$ cat src/rtl/serial_eq.sv
// Bit-serial word equality checker: LSB-first operand pairs in, one equal/not-equal result per WIDTH bits.
// Optional mismatch-index output O_idx is enabled by defining SERIAL_EQ_MISMATCH_IDX_EN.
//
// state | meaning
// ------+------------------------------------------------------------
// IDLE  | waiting for bit 0 of a new word
// SHIFT | bits 1..WIDTH-1 being accumulated
// DONE  | result presented on O/O_valid, input stalled until O_ready
module serial_eq #(
  parameter int WIDTH = 4
) (
  input  logic CLK,
  input  logic ASYNCRESET,
  input  logic I0,
  input  logic I1,
  input  logic I_valid,
  output logic I_ready,
  output logic O,
  output logic O_valid,
  input  logic O_ready
`ifdef SERIAL_EQ_MISMATCH_IDX_EN
  ,
  output logic [$clog2(WIDTH)-1:0] O_idx
`endif
);

  localparam int CW = $clog2(WIDTH);
  localparam logic [CW-1:0] LAST = CW'(WIDTH - 1);

  typedef enum logic [1:0] {
    IDLE  = 2'd0,
    SHIFT = 2'd1,
    DONE  = 2'd2
  } state_t;

  state_t        state;
  logic          acc;
  logic [CW-1:0] cnt;
  logic          bit_eq;
  logic          accept;

  assign bit_eq = ~(I0 ^ I1);
  assign accept = I_valid & I_ready;

  // Outputs are registered alongside the state so they change together with it.
  always_ff @(posedge CLK or posedge ASYNCRESET) begin
    if (ASYNCRESET) begin
      state   <= IDLE;
      acc     <= 1'b1;
      cnt     <= '0;
      I_ready <= 1'b1;
      O_valid <= 1'b0;
      O       <= 1'b0;
`ifdef SERIAL_EQ_MISMATCH_IDX_EN
      O_idx   <= '0;
`endif
    end else begin
      case (state)
        IDLE: begin
          if (accept) begin
            acc   <= bit_eq;
            cnt   <= CW'(1);
            state <= SHIFT;
          end
        end
        SHIFT: begin
          if (accept) begin
            acc <= acc & bit_eq;
`ifdef SERIAL_EQ_MISMATCH_IDX_EN
            // acc still high means no earlier bit mismatched
            if (acc && !bit_eq) O_idx <= cnt;
`endif
            if (cnt == LAST) begin
              state   <= DONE;
              I_ready <= 1'b0;
              O_valid <= 1'b1;
              O       <= acc & bit_eq;
            end else begin
              cnt <= cnt + CW'(1);
            end
          end
        end
        DONE: begin
          if (O_ready) begin
            state   <= IDLE;
            acc     <= 1'b1;
            cnt     <= '0;
            I_ready <= 1'b1;
            O_valid <= 1'b0;
            O       <= 1'b0;
`ifdef SERIAL_EQ_MISMATCH_IDX_EN
            O_idx   <= '0;
`endif
          end
        end
        default: begin
          state   <= IDLE;
          acc     <= 1'b1;
          cnt     <= '0;
          I_ready <= 1'b1;
          O_valid <= 1'b0;
          O       <= 1'b0;
`ifdef SERIAL_EQ_MISMATCH_IDX_EN
          O_idx   <= '0;
`endif
        end
      endcase
    end
  end

endmodule

$ cat config.mk
export PLATFORM = sky130hd
export DESIGN_NAME = serial_eq
export DESIGN_NICKNAME = d
export VERILOG_FILES = /design/src/rtl/serial_eq.sv
export SDC_FILE = /design/constraint.sdc
export NUM_CORES = 1
export LEC_CHECK = 0
export BUFFER_PORTS_ARGS = -buffer_cell sky130_fd_sc_hd__buf_2
export CAP_MARGIN = 5
export CORE_MARGIN = 4
export CORE_UTILIZATION = 27
export CTS_BUF_LIST = sky130_fd_sc_hd__clkbuf_16
export DETAILED_ROUTE_END_ITERATION = 8
export PLACE_DENSITY = 0.41
export SYNTH_ARGS = -nofsm -noshare
export SYNTH_HDL_FRONTEND = slang
export SYNTH_SLANG_ARGS = --single-unit
export TNS_END_PERCENT = 50
$ cat constraint.sdc
create_clock -name CLK -period 1.5 [get_ports CLK]
set_input_delay 0.075 -clock CLK [delete_from_list [all_inputs] [get_ports CLK]]
set_output_delay 0.075 -clock CLK [all_outputs]
set_load 0.1 [all_outputs]
Word-level counts from Yosys, hierarchy flattened. Cells that the tools add are included.

Bitwise operators: 5. Reductions and logical operators: 5. $add $sub $neg: 1. Order comparisons: 0. Equal/unequal tests: 8. Multiplexer cells: 22. Shift-type cells: 0. $mul: 0. Div/mod/pow operators: 0.

Operators with widths (number): 2-bit two-way mux (6); 1-bit case mux with 3 select lines (4); 2-bit case mux with 3 select lines (2); 4-bit AND reduction (3); 1-bit two-way mux (10); 2-bit != test, second input constant (5); 2-bit == test, second input constant (2); 3-bit AND reduction (1); 2-bit by 1-bit adder with 2-bit output, second input constant (1); 1-bit bitwise AND (2); 2-bit by 1-bit == test with 1-bit output, second input constant (1); 2-bit logical NOT (1); 1-bit NOT (2); 1-bit XOR (1).

Word-level logic and storage cells: 47. Bits in registers: 8. Latch bits: 0. Output and inout bits: 3. Input port bits: 6. RAM bits: 0. Memory bits (read-only): 0. Memories kept: 0.

Depth between registers and ports, before layout.
Depth after elaboration: 6. Gate-level depth with buffers: 4. Depth with buffers taken out: 4.

Worst setup path after synthesis. Ideal clock, no wire load.

Path kind: register to register. Start point: register I_ready. End point: register acc. Setup time: 0.079 ns. Arrival: 1.441 ns. Setup slack: -0.020 ns. Path buffers: 0. Cell stages (with the launch flop): 4. Clock period less this slack: 1.520 ns. Data required time: 1.421 ns. Cells stage by stage: dfstp_2 -> nand2_1 -> or3_1 -> o211a_1.

Cells in the longest elaborated chain, start to end: 3. Elaborated cells on any way between the ends: 4. Those cells by class: 2 x eq/ne; 1 x bitwise; 1 x reduce/logical.

RTL lines: from (decl) (RTL line 17) `output logic I_ready,`; from (signal assigned) (RTL line 51) `I_ready <= 1'b1;`; from (signal assigned) (RTL line 75) `I_ready <= 1'b0;`; from (signal assigned) (RTL line 88) `I_ready <= 1'b1;`; 1-bit bitwise AND (*) (RTL line 43) `assign accept = I_valid & I_ready;`; 2-bit != test (no line); 3-bit AND reduction (no line) (*); to (signal assigned) (RTL line 61) `acc <= bit_eq;`; to (signal assigned) (RTL line 68) `acc <= acc & bit_eq;`; to (decl) (RTL line 37) `logic acc;`.

Every way passes the cells marked *; elsewhere a longest branch is shown, timed or not. A chain may end at the register's enable or synchronous reset.

Final worst setup path.
Start point: register I_ready. End point: output I_ready.

No word-level cell between the ends.

==> metrics.txt <==
max-slew violations=0; largest cells by area after synthesis=dfrtp_1 (36%), dfstp_2 (13%), o21ai_0 (7.2%); DR WL/cell=13.7 um; drt drc=0; Synth cell types=21; Rel. slew slack=67.7%; Core Region=0.00138 mm2; share of layout cells above drive strength 1=26.8%; Syn Nets=51; most common cell after layout, fill and taps aside=buf_2; post-synth top area share=35.8%; Nets=64; most frequent cells in the layout=buf_2 (8), dfrtp_1 (6), o21ai_0 (6), inv_1 (5), nand2_1 (4); clk slew on worst S/H paths=40 ps; vias in the first global route=354; final hold violations=0; via/cell ratio=5.28; NetSw=0.000612 W; CTS H-Tree Depth=1; Critical Path RT=1420 ps; Switching Share=42.6%; Worst Setup End Kind=output port; GRT Overall Usage=10.1%; Tightest Pin Transition=488 ps; Combinational Power Share=39.3%; critical path's top delay family=flip-flops; Reg area=206 um2; clk buf depth=2; DRT antenna net count=0; Pre-Repair DR Iteration Count=4; initial antenna violation count=0; largest net degree at the start of global routing=14; Startpoint Class=flop; total negative slack=0 ps; status=completed; yosys warns=0; top cell type by total area after synthesis=dfrtp_1; Die H=47.4 um; # setup viols final=0; critical-path cell list=buf_2; cts repair resizes=0; Final period util=91.4%; MaxCap Viol Count=0; Top-Level Pins=9; Worst Skew=6.72 ps; Initial Utilization=30.3%; Post-Synth XOR/XNOR Area=2.09%; first-pass GRT wire length=1.53 mm; post-CTS setup buffer count=0; pwr dens=2540 mW/mm2; post-synthesis sequential area ratio=48.4%; simple-gate portion of the synthesized area=15.8%; slowest stage cell on the critical path=dfstp_4; Max FO, Critical Path=6; Max VDD drop=1100 uV; area taken by multi-input logic gates=196 um2; CP Class=reg -> out; CTS Root Cell=clkbuf_16; Antenna diodes=0; main combinational cell family by area after synthesis=compound AO/OA/AOI/OAI gates; min-delay worst type=in -> reg; leak pwr=0.263 nW; Mapped Cells=44; Buffers on Ports=8; Congestion Overflow GR=0; Compound-Gate Fraction of Synth Area=26.0%; adder-cell share of the synthesized area=2.99%; DR iter-0 viols=14; Syn Std Cell Area=419 um2; worst skew pair latency=230 ps; # rows=13; WL final=975 um; largest stage delay on the critical path=630 ps; setup repair after global routing missed its margin=no; Critical Path AT=1300 ps; Vias=375; fill cell count=140; Yosys reg bits=8; synthesized area per cell=9.53 um2; Buf/Inv on CP=1; CTS Buf Count=3; die area=0.00225 mm2; multiplexer share of the synthesized area=0%; clock power share=32.0%; Hold Worst Slack=74.3 ps; FMAX=0.729 GHz; Power Internal=0.000826 W; Die Wd=47.4 um; Final min period=1370 ps; Seq pwr share=28.7%; CTS tree=built; P&R area growth vs syn=34.9%; GPL Wtd Cong=0.740; Num Clock Sinks=8
==> registers in the layout, summed over array words and instances, names as in the netlist <==
name,cells
O_valid,1
state,2
acc,1
cnt,2
I_ready,1
O,1
==> final cells by class <==
class,instances,share of cell area (%)
Timing Repair Buffer,9,8.85
Clock inverter,1,0.664
Sequential cell,8,36.5
Multi-Input combinational cell,31,34.7
Clock buffer,3,13.3
Inverter,4,2.65
Tap cell,15,3.32
==> routing by layer <==
metal / vias to the layer above / routed length (um) / track usage, %
li1: 184 / - / -
met1: 178 / 476 / 13.5
met2: 13 / 431 / 15.0
met3: 0 / 67 / 5.75
met4: 0 / 0 / 0
met5: - / 0 / 0
==> final timing paths <==
kind | startpoint | endpoint | slack [ps] | cells past startpoint
setup / recovery | I_ready | I_ready | 130 | 1
hold / removal | I_valid | I_ready | 70 | 2
setup reg to reg | I_ready | acc | 250 | 3
hold reg to reg | O_valid | O_valid | 520 | 2
max in group asynchronous | ASYNCRESET | acc | 870 | 3
min in group asynchronous | ASYNCRESET | O_valid | 330 | 3
==> per-stage QoR <==
step	cell area (um2)	setup slack, ps	power (W)	utilization [%]	std cells
2_1_floorplan	423	87.7	0.000871	-	44
3_3_place_gp	477	287	0.000960	34.5	66
5_1_grt	566	118	0.00151	40.9	71
3_5_place_dp	477	272	0.000977	34.5	66
4_1_cts	566	127	0.00145	40.9	71
6_report	566	128	0.00144	40.9	71
==> power groups by stage <==
stage          combinational [W]  clock (W)  sequential (W)
2_1_floorplan           0.000210          0        0.000661
4_1_cts                 0.000571   0.000466        0.000411
3_5_place_dp            0.000564          0        0.000412
6_report                0.000566   0.000460        0.000413
3_3_place_gp            0.000553          0        0.000407
5_1_grt                 0.000613   0.000476        0.000422
==> synthesized netlist by cell type <==
library cell,number
a21o_1,1
a21oi_1,2
a31oi_1,2
a32oi_1,1
and2_2,1
buf_2,1
dfrtp_1,6
dfstp_2,2
ha_1,1
inv_1,4
nand2_1,4
nand3_1,1
nand4_1,2
nor2_1,2
nor2b_1,2
o211a_1,2
o211ai_2,1
o21ai_0,6
o31ai_1,1
or3_1,1
xnor2_1,1
==> cells by family after synthesis <==
logic type	after synthesis
simple gates	13
fa+ha+maj	1
xor+xnor	1
buf+inv	5
flops	8
compound gates	16
==> repair_timing <==
action / in CTS / in global routing
setup endpoints to repair: 0 / 0
hold endpoints to repair: 6 / 0
hold buffers: 1 / 0
Power figures use the tool's default switching activity.
